==> config.mk <==
export PLATFORM = sky130hd
export DESIGN_NAME = fetch_unit
export DESIGN_NICKNAME = d
export VERILOG_FILES = /design/src/rtl/fetch_pkg.sv /design/src/rtl/fetch_fifo.sv /design/src/rtl/fetch_unit.sv
export SDC_FILE = /design/constraint.sdc
export NUM_CORES = 1
export LEC_CHECK = 0
export CAP_MARGIN = 15
export CORE_UTILIZATION = 29
export CTS_BUF_LIST = sky130_fd_sc_hd__clkbuf_8
export CTS_CLUSTER_SIZE = 24
export DETAILED_ROUTE_END_ITERATION = 10
export GPL_TIMING_DRIVEN = 0
export HOLD_SLACK_MARGIN = 0.15
export PLACE_DENSITY = 0.55
export SYNTH_ARGS = -nofsm -noshare
export SYNTH_HDL_FRONTEND = slang
export SYNTH_HIERARCHICAL = 1
export SYNTH_SLANG_ARGS = --single-unit
==> constraint.sdc <==
create_clock -name clk -period 10.8 [get_ports clk]
set_input_delay 2.16 -clock clk [delete_from_list [all_inputs] [get_ports clk]]
set_output_delay 2.16 -clock clk [all_outputs]
set_load 0.05 [all_outputs]
==> src/rtl/fetch_pkg.sv <==
// Shared types and defaults for the instruction fetch controller.
// Holds the queue entry layout and the optional trap FSM encoding.
package fetch_pkg;

  localparam logic [31:0] RESET_PC_DEFAULT    = 32'h0000_0000;
  localparam int          FETCH_DEPTH_DEFAULT = 2;

  typedef enum logic {
    RUN   = 1'b0,
    FAULT = 1'b1
  } fetch_state_t;

  typedef struct packed {
    logic [31:0] pc;
    logic [31:0] instr;
  } fetch_entry_t;

endpackage

==> src/rtl/fetch_fifo.sv <==
// Synchronous FIFO of fetch entries; head is visible the cycle after push.
// Caller never pushes when full without popping; flush+push leaves only the pushed entry.
module fetch_fifo
  import fetch_pkg::*;
#(
  parameter int DEPTH = FETCH_DEPTH_DEFAULT,
  localparam int CNT_W = $clog2(DEPTH + 1),
  localparam int PTR_W = $clog2(DEPTH)
) (
  input  logic               clk,
  input  logic               rst,
  input  logic               push,
  input  fetch_entry_t       push_dat,
  input  logic               pop,
  input  logic               flush,
  output logic [CNT_W-1:0]   count,
  output fetch_entry_t       head
);

  fetch_entry_t            mem_q [DEPTH];
  fetch_entry_t            mem_d [DEPTH];
  logic [PTR_W-1:0]        rd_ptr_q, rd_ptr_d;
  logic [PTR_W-1:0]        wr_ptr_q, wr_ptr_d;
  logic [CNT_W-1:0]        count_q, count_d;

  always_comb begin
    mem_d    = mem_q;
    rd_ptr_d = rd_ptr_q;
    wr_ptr_d = wr_ptr_q;
    count_d  = count_q;
    if (flush) begin
      // Restart from slot 0 so the surviving entry is the new head.
      rd_ptr_d = '0;
      if (push) begin
        mem_d[0] = push_dat;
        wr_ptr_d = PTR_W'(1);
        count_d  = CNT_W'(1);
      end else begin
        wr_ptr_d = '0;
        count_d  = '0;
      end
    end else begin
      if (push) begin
        mem_d[wr_ptr_q] = push_dat;
        wr_ptr_d        = wr_ptr_q + PTR_W'(1);
      end
      if (pop) begin
        rd_ptr_d = rd_ptr_q + PTR_W'(1);
      end
      count_d = count_q + CNT_W'(push) - CNT_W'(pop);
    end
  end

  always_ff @(posedge clk) begin
    if (rst) begin
      rd_ptr_q <= '0;
      wr_ptr_q <= '0;
      count_q  <= '0;
    end else begin
      rd_ptr_q <= rd_ptr_d;
      wr_ptr_q <= wr_ptr_d;
      count_q  <= count_d;
    end
  end

  always_ff @(posedge clk) begin
    mem_q <= mem_d;
  end

  assign count = count_q;
  assign head  = (count_q != '0) ? mem_q[rd_ptr_q] : '0;

endmodule

==> src/rtl/fetch_unit.sv <==
// PC owner and fetch queue between combinational imem and IF/ID; head appears 1 cycle after fetch.
// Stalls fetch when the queue is full and unpopped; FETCH_MISALIGN_TRAP_EN adds a misaligned-redirect FAULT state.
module fetch_unit
  import fetch_pkg::*;
#(
  parameter int          DEPTH    = FETCH_DEPTH_DEFAULT,
  parameter logic [31:0] RESET_PC = RESET_PC_DEFAULT
) (
  input  logic        clk,
  input  logic        rst,
  input  logic        redirect_valid,
  input  logic [31:0] redirect_pc,
  output logic [31:0] imem_addr,
  input  logic [31:0] imem_rdata,
  output logic        out_valid,
  input  logic        out_ready,
  output logic [31:0] out_instr,
  output logic [31:0] out_pc,
  output logic [31:0] out_pc_plus4,
  output logic        fault
);

  localparam int CNT_W = $clog2(DEPTH + 1);

  logic [31:0]      pc_q, pc_d;
  logic [31:0]      redir_pc;
  logic             redir_bad;
  logic             running;
  logic             push, pop, flush;
  fetch_entry_t     push_dat;
  fetch_entry_t     head;
  logic [CNT_W-1:0] count;

`ifdef FETCH_MISALIGN_TRAP_EN
  fetch_state_t state_q, state_d;

  assign redir_pc  = redirect_pc;
  assign redir_bad = redirect_valid && (redirect_pc[1:0] != 2'b00);
  assign running   = (state_q == RUN);
  assign fault     = (state_q == FAULT);

  always_comb begin
    state_d = state_q;
    if (redirect_valid) begin
      state_d = redir_bad ? FAULT : RUN;
    end
  end

  always_ff @(posedge clk) begin
    if (rst) begin
      state_q <= RUN;
    end else begin
      state_q <= state_d;
    end
  end
`else
  assign redir_pc  = redirect_pc & ~32'h0000_0003;
  assign redir_bad = 1'b0;
  assign running   = 1'b1;
  assign fault     = 1'b0;
`endif

  assign imem_addr = redirect_valid ? redir_pc : pc_q;
  assign out_valid = (count != '0);
  assign pop       = out_valid && out_ready && !redirect_valid;
  assign flush     = redirect_valid;

  // imem_addr already selects the redirect target, so one entry format serves both paths.
  always_comb begin
    pc_d           = pc_q;
    push           = 1'b0;
    push_dat.pc    = imem_addr;
    push_dat.instr = imem_rdata;
    if (redirect_valid) begin
      if (!redir_bad) begin
        push = 1'b1;
        pc_d = redir_pc + 32'd4;
      end
    end else if (running && ((count < CNT_W'(DEPTH)) || pop)) begin
      push = 1'b1;
      pc_d = pc_q + 32'd4;
    end
  end

  always_ff @(posedge clk) begin
    if (rst) begin
      pc_q <= RESET_PC;
    end else begin
      pc_q <= pc_d;
    end
  end

  fetch_fifo #(
    .DEPTH (DEPTH)
  ) u_fifo (
    .clk      (clk),
    .rst      (rst),
    .push     (push),
    .push_dat (push_dat),
    .pop      (pop),
    .flush    (flush),
    .count    (count),
    .head     (head)
  );

  assign out_instr    = head.instr;
  assign out_pc       = head.pc;
  assign out_pc_plus4 = out_valid ? (head.pc + 32'd4) : 32'd0;

endmodule
======== Word-level counts from Yosys, hierarchy flattened ========
Cells that the tools add are included.
cells by class
  add/subtract/negate cells ............... 7
  magnitude comparators ................... 4
  multiplexer cells ....................... 21
  bitwise logic cells ..................... 3
  reduce and logical (&&, ||, !) cells .... 10
operator list
  kind                                                count
  2-to-1 mux 64 bit                                   7
  bitwise mux 128 bit                                 1
  2-to-1 mux 128 bit                                  1
  2-to-1 mux 32 bit                                   4
  adder 32 x 3 -> 32 bit, second input constant       3
  demux 64 bit (select 1 bit)                         1
  2-to-1 mux 1 bit                                    6
  nonzero test 2 bit                                  3
  >= comparator 2 bit, second input constant          2
  inverter 1 -> 2 bit                                 2
  logical AND 1 bit                                   3
  adder 1 bit, second input constant                  2
  adder 2 x 1 -> 2 bit                                1
  < comparator 2 x 1 -> 1 bit, second input constant  1
  < comparator 2 bit, second input constant           1
  2-to-1 mux 2 bit                                    1
  AND reduction 2 bit                                 1
  OR reduction 2 bit                                  1
  subtractor 2 x 1 -> 2 bit                           1
  zero test 1 bit                                     1
  logical OR 1 bit                                    1
  inverter 1 bit                                      1
word-level totals
  flip-flop bits (word level) ............. 164
  word-level logic and storage cells ...... 53

======== Depth between registers and ports, before layout ========
Gate-level depths: netlist (run 1).
  word-level depth ........................ 9
  gate-level depth with buffers ........... 13

======== Modules after synthesis ========
Netlist (run 1), hierarchy kept.
by module, submodules not included
  module      instances  cells an instance  area an instance (µm²)
  fetch_fifo  1          362                5477.8
  fetch_unit  1          431                3140.5

======== Worst setup path before layout (run 1) ========
No wires, ideal clock.
  path kind ............................... input -> register
  start point ............................. input port redirect_valid
  end point ............................... register u_fifo/mem_q[0] (netlist bit) (enable)
  library setup time ...................... 0.579 ns
  arrival time ............................ 8.288 ns
  setup slack ............................. 1.933 ns
  stages .................................. 9
  cell sequence ........................... buf_6 buf_8 buf_8 nor2b_1 buf_2 clkinv_1 clkbuf_1 clkbuf_1 nor3b_1
on the way
  longest elaborated chain between the ends .. 6
RTL lines
  what                                    line              RTL
  start, declared                         fetch_unit.sv:11  input logic redirect_valid,
  zero test 1 bit                         fetch_unit.sv:65  assign pop = out_valid && out_ready && !redirect_valid;
  logical AND 1 bit                       fetch_unit.sv:65
  logical OR 1 bit                        fetch_unit.sv:79  end else if (running && ((count < CNT_W'(DEPTH)) || pop)) begin
  2-to-1 mux 1 bit                        fetch_unit.sv:79
  2-to-1 mux 1 bit *                      fetch_unit.sv:74  if (redirect_valid) begin
  named net push                          fetch_unit.sv:29  logic push, pop, flush;
  AND reduction 2 bit (no source line) *  -
  end signal, assigned                    fetch_fifo.sv:67  mem_q <= mem_d;
  end, declared                           fetch_fifo.sv:20  fetch_entry_t mem_q [DEPTH];
The timed path passes the listed nets; every way through them passes the cells marked *.
A chain may end at the register's enable or synchronous reset.

======== Worst setup path after layout (run 1) ========
  start point ............................. input port redirect_valid
  end point ............................... output port imem_addr[2]
on the way
  longest elaborated chain between the ends .. 1
RTL lines
  what               line              RTL
  2-to-1 mux 32 bit  fetch_unit.sv:63  assign imem_addr = redirect_valid ? redir_pc : pc_q;
  end, declared      fetch_unit.sv:13  output logic [31:0] imem_addr,
No other way between the ends.

==> impl_metrics.tcl, run 1 <==
set metrics [dict create \
    status "finished clean" \
    drc_errors 0 \
    groute.layer.met1.usage_pct 22.7 \
    cp-end-kind "output pin" \
    post_route_cells_drive_above_1_share_pct 9.72 \
    cpMaxStageDelayCell "sky130_fd_sc_hd__clkdlybuf4s50_1" \
    clk_path_buf_depth 2 \
    final_net_count 1088 \
    cpPeakStageDelay_ns 0.72 \
    post-route-min-period_ns 6.97 \
    cts_resized 0 \
    max_cap_violations 0 \
    dr_total_vias 6760 \
    p_leak_nw 4.07 \
    cts_max_level 4 \
    syn_avg_cell_area_um2 10.9 \
    detailedPlacementHpwl_um 19300 \
    clk-insertion-delay-late_ns 0.45 \
    ioPinCount 198 \
    startpoint_type "input pin" \
    grt_util_all_layers_pct 16.8 \
    synth_area_leaders "sky130_fd_sc_hd__edfxtp_1 45%, sky130_fd_sc_hd__mux2i_1 8.7%, sky130_fd_sc_hd__dfxtp_1 7.9%" \
    setup_viol 0 \
    total_power_of_the_final_layout_mw 1.73 \
    synth_seq_area_share_pct 52.5 \
    intPower_mw 1.13 \
    synth_top_cells_by_count "128 x sky130_fd_sc_hd__edfxtp_1, 95 x sky130_fd_sc_hd__nor2_1, 75 x sky130_fd_sc_hd__mux2i_1" \
    number_of_clock_sinks_seen_by_cts 162 \
    finalHoldViolations 0 \
    irDropWorstVdd_mv 0.0671 \
    route.final.wire_length_um 25500 \
    use_met3_pct 2.73 \
    floorplan.die.width_um 174 \
    post-synth-top-area-cell "sky130_fd_sc_hd__edfxtp_1" \
    grt.busiest_layer "met2" \
    critical-path-top-delay-family "buffers and inverters" \
    grt_max_degree 51 \
    routabilityCongestion 0.865 \
    drt_first_pass_iters 5 \
    grtUsageMet2_pct 27.5 \
    wl_per_cell_um 18.0 \
    p_clk_share_pct 25.7 \
    start_util_pct 29.8 \
    first_pass_grt_wire_length_um 38900 \
    ys_dominant_reg_cell "sky130_fd_sc_hd__edfxtp_1" \
    clock-root-buffer "sky130_fd_sc_hd__clkbuf_8" \
    port-buffer-count 191 \
    switching_power_mw 0.602 \
    ys_warn_count 6 \
    drtAntennaViolNets 0 \
    grt_pass1_vias 6614 \
    cell_mode_on_critical_path "sky130_fd_sc_hd__buf_8" \
    clk_pin_slew_worst_paths_ns 0.09 \
    fin_crit_sh_pct 64.5 \
    antenna_violations_before_repair 0 \
    postCtsHoldBufs 0 \
    timing_worst_slew_pin_value_ns 0.857 \
    grt_overflow_total 0 \
    critical_path.n_buffers_inverters 7 \
    placement_rows 62 \
    relSlewSlack_pct 42.9 \
    postSynthRegisterBits 162 \
    final.hold.worst_slack_ns 0.462 \
    power_switching_share_pct 34.8 \
    critical_path.cell_chain "buf_6 > buf_8 > buf_8 > buf_4 > buf_2 > clkbuf_1 > mux2_2 > clkdlybuf4s50_1" \
    p_seq_share_pct 43.5 \
    synth_most_common_cell "sky130_fd_sc_hd__edfxtp_1" \
    placeableCoreArea_um2 28900 \
    synth_top_cell_area_share_pct 44.6 \
    postSynthCellCount 793 \
    worstPathMaxFanout 10 \
    final_core_utilization_pct 39.9 \
    die-height_um 174 \
    cp.arrival_ns 4.81 \
    slew_violations 0 \
    worst_hold_path_type "flip-flop to flip-flop" \
    fillerInstances 2835 \
    cts.repair_timing.setup_buffer_count 0 \
    clock-skew-final_ns 0.0202 \
    tritoncts "done" \
    power.density_nw_per_um2 150 \
    antenna_diode_count 0 \
    achievable-frequency_mhz 143 \
    die_area_um2 30400 \
    synth_edf_count 128 \
    rsz_0062_raised_after_global_routing "no" \
    cts_buf_count 17 \
    detailedRoute.firstIterationViolations 462 \
    syn_to_layout_area_delta_pct 33.9 \
    power.combinational.fraction_pct 30.8 \
    via_per_inst 4.78 \
    synth.lib_cells_used.distinct 60 \
    async_reset_ff_share_pct 0 \
    critical_path_required_ns 8.64 \
    kind_of_critical_path "input pin to output pin" \
    syn-cell-area_um2 8620 \
]
[through the flow]
step                TNS, ns  worst slack, ns  area, µm²  cells
floorplan                 0             1.93       8640    799
detailed placement        0             3.81      11100   1381
CTS                       0             3.82      11500   1413
finish                    0             3.83      11500   1413
global route              0             3.75      11500   1413
global placement    -145.72            -2.28      11000   1374
[worst register-to-register path, cell delays in order (launching register included)]
cell and delay, ns:
sky130_fd_sc_hd__dfxtp_1 0.36, sky130_fd_sc_hd__nor2b_1 0.18, sky130_fd_sc_hd__nor2b_1 0.13, sky130_fd_sc_hd__buf_2 0.18, sky130_fd_sc_hd__clkinv_1 0.21, sky130_fd_sc_hd__clkbuf_1 0.43
sky130_fd_sc_hd__clkbuf_1 0.71, sky130_fd_sc_hd__nor3b_2 0.77, sky130_fd_sc_hd__buf_8 0.24, sky130_fd_sc_hd__buf_6 0.18, sky130_fd_sc_hd__buf_6 0.16
[worst paths after layout]
check,start,to,slack (ns),cells past startpoint
setup reg to reg,u_fifo/count[1],u_fifo/mem_q[21],6.97,10
hold reg to reg,pc_q[31],pc_q[31],0.46,2
hold / removal,pc_q[31],pc_q[31],0.46,2
setup / recovery,redirect_valid,imem_addr[2],3.83,8
[state kept, by name (all words and copies together) (netlist names)]
name	count
pc_q	30
u_fifo/count	2
u_fifo/mem_q	128
u_fifo/rd_ptr_q	1
u_fifo/wr_ptr_q	1
[cells by family (layout without fill, tap and decap cells)]
logic type,Yosys count,after routing,synth area share [%]
AOI/OAI and AO/OA,82,82,6.59
xor gates and xnor gates,34,34,3.46
adders and majority gates,4,4,0.581
buffers and inverters,69,299,4.28
DFF,162,162,52.5
muxes,96,96,11.5
other,1,7,0.0435
and+or+nand+nor,345,345,21.1
[layer usage]
| layer | part of all wire, % | up-vias |
|---|---|---|
| met5 | 0 | - |
| met4 | 1.4 | 0 |
| met3 | 5.1 | 17 |
| met2 | 47 | 224 |
| met1 | 46 | 3203 |
| li1 | - | 3316 |
[cell type report]
class	count	area, µm²	area share, %
repair buffers	198	2010	17.4
multi-input cells	568	3760	32.6
clock inverters	10	98.8	0.856
flip-flops and latches	162	4520	39.2
inverters	19	71.3	0.618
clock buffers	22	303	2.62
well taps	384	480	4.16
plain buffers	50	298	2.58
[power by group through the flow]
stage | registers (mW) | logic, mW | clock network [mW]
2_1_floorplan | 0.764 | 0.345 | 0
3_3_place_gp | 0.770 | 0.528 | 0
4_1_cts | 0.752 | 0.538 | 0.457
5_1_grt | 0.758 | 0.566 | 0.482
3_5_place_dp | 0.766 | 0.537 | 0
6_report | 0.752 | 0.532 | 0.444
[cells in the final DEF, fill, tap and decap left out, types with 4 or more instances in the layout]
cell / synthesis / layout
sky130_fd_sc_hd__clkdlybuf4s50_1: 0 / 191
sky130_fd_sc_hd__edfxtp_1: 128 / 128
sky130_fd_sc_hd__nor2_1: 95 / 95
sky130_fd_sc_hd__mux2i_1: 75 / 75
sky130_fd_sc_hd__nor2b_1: 66 / 66
sky130_fd_sc_hd__nand2_1: 44 / 44
sky130_fd_sc_hd__nand3_1: 43 / 43
sky130_fd_sc_hd__dfxtp_1: 34 / 34
sky130_fd_sc_hd__a21oi_1: 25 / 25
sky130_fd_sc_hd__nand4_1: 23 / 23
sky130_fd_sc_hd__clkbuf_8: 0 / 22
sky130_fd_sc_hd__mux2_2: 21 / 21
sky130_fd_sc_hd__buf_2: 19 / 19
sky130_fd_sc_hd__inv_1: 17 / 19
sky130_fd_sc_hd__xor2_1: 19 / 19
sky130_fd_sc_hd__nor3_1: 18 / 18
sky130_fd_sc_hd__clkbuf_1: 16 / 16
sky130_fd_sc_hd__o21ai_0: 15 / 15
sky130_fd_sc_hd__xnor2_1: 15 / 15
sky130_fd_sc_hd__buf_6: 6 / 10
sky130_fd_sc_hd__nand3b_1: 10 / 10
sky130_fd_sc_hd__or3_1: 9 / 9
sky130_fd_sc_hd__and4_1: 8 / 8
sky130_fd_sc_hd__conb_1: 1 / 7
sky130_fd_sc_hd__buf_4: 5 / 6
sky130_fd_sc_hd__and3_1: 6 / 6
sky130_fd_sc_hd__a311o_1: 5 / 5
sky130_fd_sc_hd__clkinv_4: 0 / 5
sky130_fd_sc_hd__and2_1: 4 / 4
sky130_fd_sc_hd__nor4_1: 4 / 4
sky130_fd_sc_hd__nand4b_1: 4 / 4
sky130_fd_sc_hd__a211oi_1: 4 / 4
sky130_fd_sc_hd__a22oi_1: 4 / 4
sky130_fd_sc_hd__ha_1: 4 / 4
Note: power is estimated with default switching activity, not from simulation.
==> run 2: changes to the inputs <==
--- a/config.mk
+++ b/config.mk
@@ -12,7 +12,7 @@
 export DETAILED_ROUTE_END_ITERATION = 10
 export GPL_TIMING_DRIVEN = 0
 export HOLD_SLACK_MARGIN = 0.15
-export PLACE_DENSITY = 0.55
+export PLACE_DENSITY = 0.57
 export SYNTH_ARGS = -nofsm -noshare
 export SYNTH_HDL_FRONTEND = slang
 export SYNTH_HIERARCHICAL = 1
==> constraint.sdc (replaced) <==
create_clock -name clk -period 6.2 [get_ports clk]
set_input_delay 1.24 -clock clk [delete_from_list [all_inputs] [get_ports clk]]
set_output_delay 1.24 -clock clk [all_outputs]
set_load 0.05 [all_outputs]
==> run 2 against run 1 <==
Compared with the run above:
- non-clock buffer count is 2 lower
- wire length shrank 1.2%
- clock skew up 0.00069 ns
- via count grew 0.93%
- setup slack worse by 3.3 ns
- clock-buffer cell count down 4
- combinational power rose by 75%
- register-to-register slack got worse by 4.8 ns
- critical path depth increased by 4
- design area about the same
- global-route usage down 0.10 points
- first-iteration DRC count down 1.3%
- largest cell class unchanged
- largest power group unchanged
- highest routed layer unchanged
==> impl_metrics.tcl, run 2 (synthesis gave the netlist of run 1 again) <==
set metrics [dict create \
    layout.cells.non_filler 1412 \
    cpPeakStageDelay_ns 0.83 \
    start_util_pct 29.8 \
    rsz_0062_raised_after_global_routing "no" \
    cp-end-kind "output pin" \
    grtUsageMet2_pct 27.2 \
    crit_path_start "u_fifo/rd_ptr_q" \
    startpoint_type "flip-flop" \
    clk_pin_slew_worst_paths_ns 0.10 \
    relSlewSlack_pct 39.7 \
    cts_resized 0 \
    achievable-frequency_mhz 175 \
    tritoncts "done" \
    clock-root-buffer "sky130_fd_sc_hd__clkbuf_8" \
    slew_violations 0 \
    cts_max_level 4 \
    clk_path_buf_depth 2 \
    p_leak_nw 4.05 \
    drc_errors 0 \
    antenna_violations_before_repair 1 \
    critical_path.n_buffers_inverters 4 \
    critical_path_required_ns 4.96 \
    number_of_clock_sinks_seen_by_cts 162 \
    hold_path_end "pc_q[10]" \
    total_power_of_the_final_layout_mw 2.99 \
    grt_max_degree 38 \
    ff2ff_setup_slack_ns 2.18 \
    kind_of_critical_path "flip-flop to output pin" \
    cts_buf_count 17 \
    drtAntennaViolNets 0 \
    grt_util_all_layers_pct 16.7 \
    port-buffer-count 191 \
    grt.busiest_layer "met2" \
    cp.arrival_ns 4.47 \
    timing.setup.tns_ns 0 \
    via_per_inst 4.83 \
    route.final.wire_length_um 25200 \
    post-route-min-period_ns 5.71 \
    largest-register "u_fifo/mem_q" \
    worstSetupPathDepth 12 \
    grt_pass1_vias 6660 \
    timing.rr.start "u_fifo/count[1]" \
    fin_ws_ns 0.493 \
    irDropWorstVdd_mv 0.147 \
    clock-skew-final_ns 0.0209 \
    largest_register_ffs 128 \
    timing_worst_slew_pin_value_ns 0.904 \
    clk-insertion-delay-late_ns 0.45 \
    groute.layer.met1.usage_pct 22.2 \
    critical-path-top-delay-family "simple AND/OR/NAND/NOR gates" \
    detailedPlacementHpwl_um 19100 \
    cts.repair_timing.setup_buffer_count 0 \
    routabilityCongestion 0.879 \
    dr_total_vias 6823 \
    die_area_um2 30400 \
    worst-r2r-cell-count 11 \
    placement_rows 62 \
    final_net_count 1086 \
    postCtsHoldBufs 0 \
    detailedRoute.firstIterationViolations 456 \
    critical_path.cell_chain "buf_4 > buf_6 > mux2i_1 > nor2_1 > ha_1 > and2_1 > nand2_1 > or4_1 > clkbuf_1 > or3_1 > a21oi_1 > clkdlybuf4s50_1" \
    dp_cells 1379 \
    final.hold.worst_slack_ns 0.461 \
    first_pass_grt_wire_length_um 38600 \
    finalHoldViolations 0 \
    max_cap_violations 0 \
    status "finished clean" \
    floorplan.die.width_um 174 \
    min_from "pc_q[10]" \
    endpoint_of_the_worst_slack_reg_to_reg_timing_path "u_fifo/mem_q[14]" \
    placement.setup.worst_slack_ns 0.815 \
    die-height_um 174 \
    power.density_nw_per_um2 259 \
    setup_viol 0 \
    leading_cell_type_in_the_layout_fill_and_taps_excluded "sky130_fd_sc_hd__clkdlybuf4s50_1" \
    ioPinCount 198 \
    post_route_cells_drive_above_1_share_pct 9.54 \
    final_cell_mix "191 x sky130_fd_sc_hd__clkdlybuf4s50_1, 128 x sky130_fd_sc_hd__edfxtp_1, 95 x sky130_fd_sc_hd__nor2_1" \
    syn_to_layout_area_delta_pct 33.9 \
    worst_hold_path_type "flip-flop to flip-flop" \
    cpMaxStageDelayCell "sky130_fd_sc_hd__clkdlybuf4s50_1" \
    use_met3_pct 3.13 \
    placeableCoreArea_um2 28900 \
    fin_crit_sh_pct 92.0 \
    min_delay_path_depth 2 \
    drt_first_pass_iters 4 \
    worstPathMaxFanout 10 \
    wl_per_cell_um 17.8 \
    grt_overflow_total 0 \
]
-- run 2: changes by cell type in the layout (fill, tap and decap cells not counted), moves of 2 or more --
cell,delta
sky130_fd_sc_hd__buf_6,-4
sky130_fd_sc_hd__clkbuf_8,-4
sky130_fd_sc_hd__clkinvlp_4,+2
sky130_fd_sc_hd__inv_8,+2
-- run 2: power breakdown --
group / internal [mW] / switching [mW] / total (mW)
clock: 0.335 / 0.417 / 0.752
combinational: 0.311 / 0.618 / 0.929
sequential: 1.28 / 0.0326 / 1.31
-- run 2: layout make-up --
type                       instances  area, µm²
antenna                            1       2.50
buffer                            50        298
clock buffer                      18        248
clock inverter                    14        133
fill                            2847      17400
inverter                          19       71.3
multi-input combinational        568       3770
sequential                       162       4520
tap                              384        480
timing repair buffer             196       2020
-- run 2: worst max-delay path by stage --
stage	end	slack [ns]
floorplan	u_fifo/mem_q[0]	0.54
global placement	u_fifo/mem_q[4]	-1.98
detailed placement	u_fifo/mem_q[3]	0.82
CTS	out_pc_plus4[30]	0.40
global route	out_pc_plus4[26]	0.25
finish	out_pc_plus4[30]	0.49
-- run 2: through the flow --
stage	util, %	area, µm²
floorplan	-	8650
global placement	38.1	11000
detailed placement	38.6	11200
CTS	39.9	11500
global route	39.9	11500
finish	39.9	11500
-- run 2: layer usage --
metal	vias to the layer above	wire length (µm)
met3	22	1410
met5	-	0
met2	237	11800
met1	3238	11600
li1	3326	-
met4	0	365
-- run 2: tightest hold or removal path, stage by stage (launching register included) --
cell and delay (ns):
sky130_fd_sc_hd__dfxtp_1 0.32, sky130_fd_sc_hd__nand2_1 0.05, sky130_fd_sc_hd__a21oi_1 0.05
==> patch: new RTL, settings of run 1 <==
Build with the macro `FETCH_MISALIGN_TRAP_EN` defined.
--- a/src/rtl/fetch_unit.sv
+++ b/src/rtl/fetch_unit.sv
@@ -1,5 +1,7 @@
 // PC owner and fetch queue between combinational imem and IF/ID; head appears 1 cycle after fetch.
 // Stalls fetch when the queue is full and unpopped; FETCH_MISALIGN_TRAP_EN adds a misaligned-redirect FAULT state.
+`define FETCH_MISALIGN_TRAP_EN
+
 module fetch_unit
   import fetch_pkg::*;
 #(
Formal check against the unedited RTL: not equivalent (Yosys sat finds a counterexample within 4 cycles, from zero or initial values and one cycle with rst high).
==> patch against run 1 <==
  * Worst hold slack better by 0.0058 ns
  * Worst setup slack gained 0.46 ns
  * Final area rose by 1.4%
  * Total power is 3.7% lower
  * Global-route usage increased by 0.93 points
  * Sequential power shrank 0.5%
  * Register-to-register slack better by 0.36 ns
  * Routed wire length up 7.3%
  * Sequential cell count is 3 higher
  * Synthesized area is 2.0% higher
  * Critical path type unchanged
  * Critical endpoint unchanged
==> patch: results (changes against run 1) <==
The net switching component of the power came out at 605 uW (was 602 uW). The clock latency on the worst-skew pair is 0.48 ns (was 0.45 ns). The total placed instance area is 0.0114 mm2 (was 0.0111 mm2). The detailed placer's ending HPWL is 20,400 um (was 19,300 um).

The via count of the first global-routing pass is 6,861 (was 6,614). Synth area leaders: sky130_fd_sc_hd__edfxtp_1 44%, sky130_fd_sc_hd__mux2i_1 8.5%, sky130_fd_sc_hd__dfxtp_1 8.4% (was sky130_fd_sc_hd__edfxtp_1 45%, sky130_fd_sc_hd__mux2i_1 8.7%, sky130_fd_sc_hd__dfxtp_1 7.9%). The utilization after layout came out at 0.394 (was 0.399).

The average cell area after synthesis came out at 10.9 um2 (about the same). The maximum clock skew at final layout is 0.0181 ns (was 0.0202 ns). The count of different cell masters after synthesis is 58 (was 60). The filler cell count came to 2,895 (was 2,835). The final non-filler cell total was 1,430 (was 1,413).

The largest net degree at the start of global routing is 36 (was 51). The total global routing track utilization is 0.177 (was 0.168). The slew at the pin closest to its max-slew limit came out at 0.930 ns (was 0.857 ns).

Result of the run: completed (unchanged). The count of placed standard cells including taps came to 1,398 (was 1,381). The share of synthesized area occupied by flip-flops and latches is 0.521 (was 0.525). The peak supply drop is 57.5 uV (was 67.1 uV). The number of nets in the final layout is 1,099 (was 1,088). The first-pass GRT wire length is 41,000 um (was 38,900 um). The initial DRC count is 490 (was 462). The worst path arrival time came out at 4.35 ns (was 4.81 ns).

The total via count after detailed routing came out at 7,070 (was 6,760). The number of buffer cells added on primary ports came out at 196 (was 191). The per-cell routed wire length is 19.1 um (was 18.0 um).
## patch: changes by cell type in the layout (fill, tap and decap cells not counted), sizes merged, moves of 8 or more
cell / run 1 / this run
a21oi: 26 / 18
clkbuf: 38 / 28
nand2: 45 / 34
nand3: 43 / 52
nor2: 96 / 112
xnor2: 15 / 29
xor2: 19 / 8
## patch: final timing paths
check,startpoint,to,slack [ns],cells after the start
worst max-delay path,redirect_valid,imem_addr[2],4.29,7
worst min-delay path,pc_q[1]$_SDFFE_PP0P_,pc_q[1]$_SDFFE_PP0P_,0.47,1
worst max register to register,fault$_SDFFE_PP0P_,u_fifo/mem_q[16]$_DFFE_PP_,7.33,9
worst min register to register,pc_q[1]$_SDFFE_PP0P_,pc_q[1]$_SDFFE_PP0P_,0.47,1
## patch: logic make-up (layout without fill, tap and decap cells)
kind of cell	count (synthesis)	count (layout)	synth area share
compound gates	67	67	0.0566
xor+xnor	37	37	0.0369
fa+ha+maj	4	4	0.00569
buf+inv	67	303	0.0406
flops	165	165	0.521
mux	99	99	0.116
simple gates	365	365	0.223
## patch: cell type report
type	count	share of cell area
buffer	46	0.0237
multi-input combinational	572	0.330
tap	390	0.0417
clock inverter	15	0.0104
inverter	21	0.00673
sequential	165	0.392
clock buffer	17	0.0200
timing repair buffer	204	0.176
## patch: power groups by stage
stage	registers [mW]	logic, mW	clock network, mW
after detailed placement	0.763	0.495	0
after floorplan	0.761	0.312	0
final	0.748	0.493	0.422
after global routing	0.752	0.522	0.459
after global placement	0.766	0.489	0
after CTS	0.748	0.496	0.434
## patch: per-layer routing
metal	GRT usage	part of all wire	wire [um]	vias to the layer above
met5	0	0	0	-
met4	0.0623	0.022	589	0
met3	0.0338	0.061	1670	36
met2	0.280	0.46	12400	273
met1	0.240	0.46	12600	3378
li1	-	-	-	3383
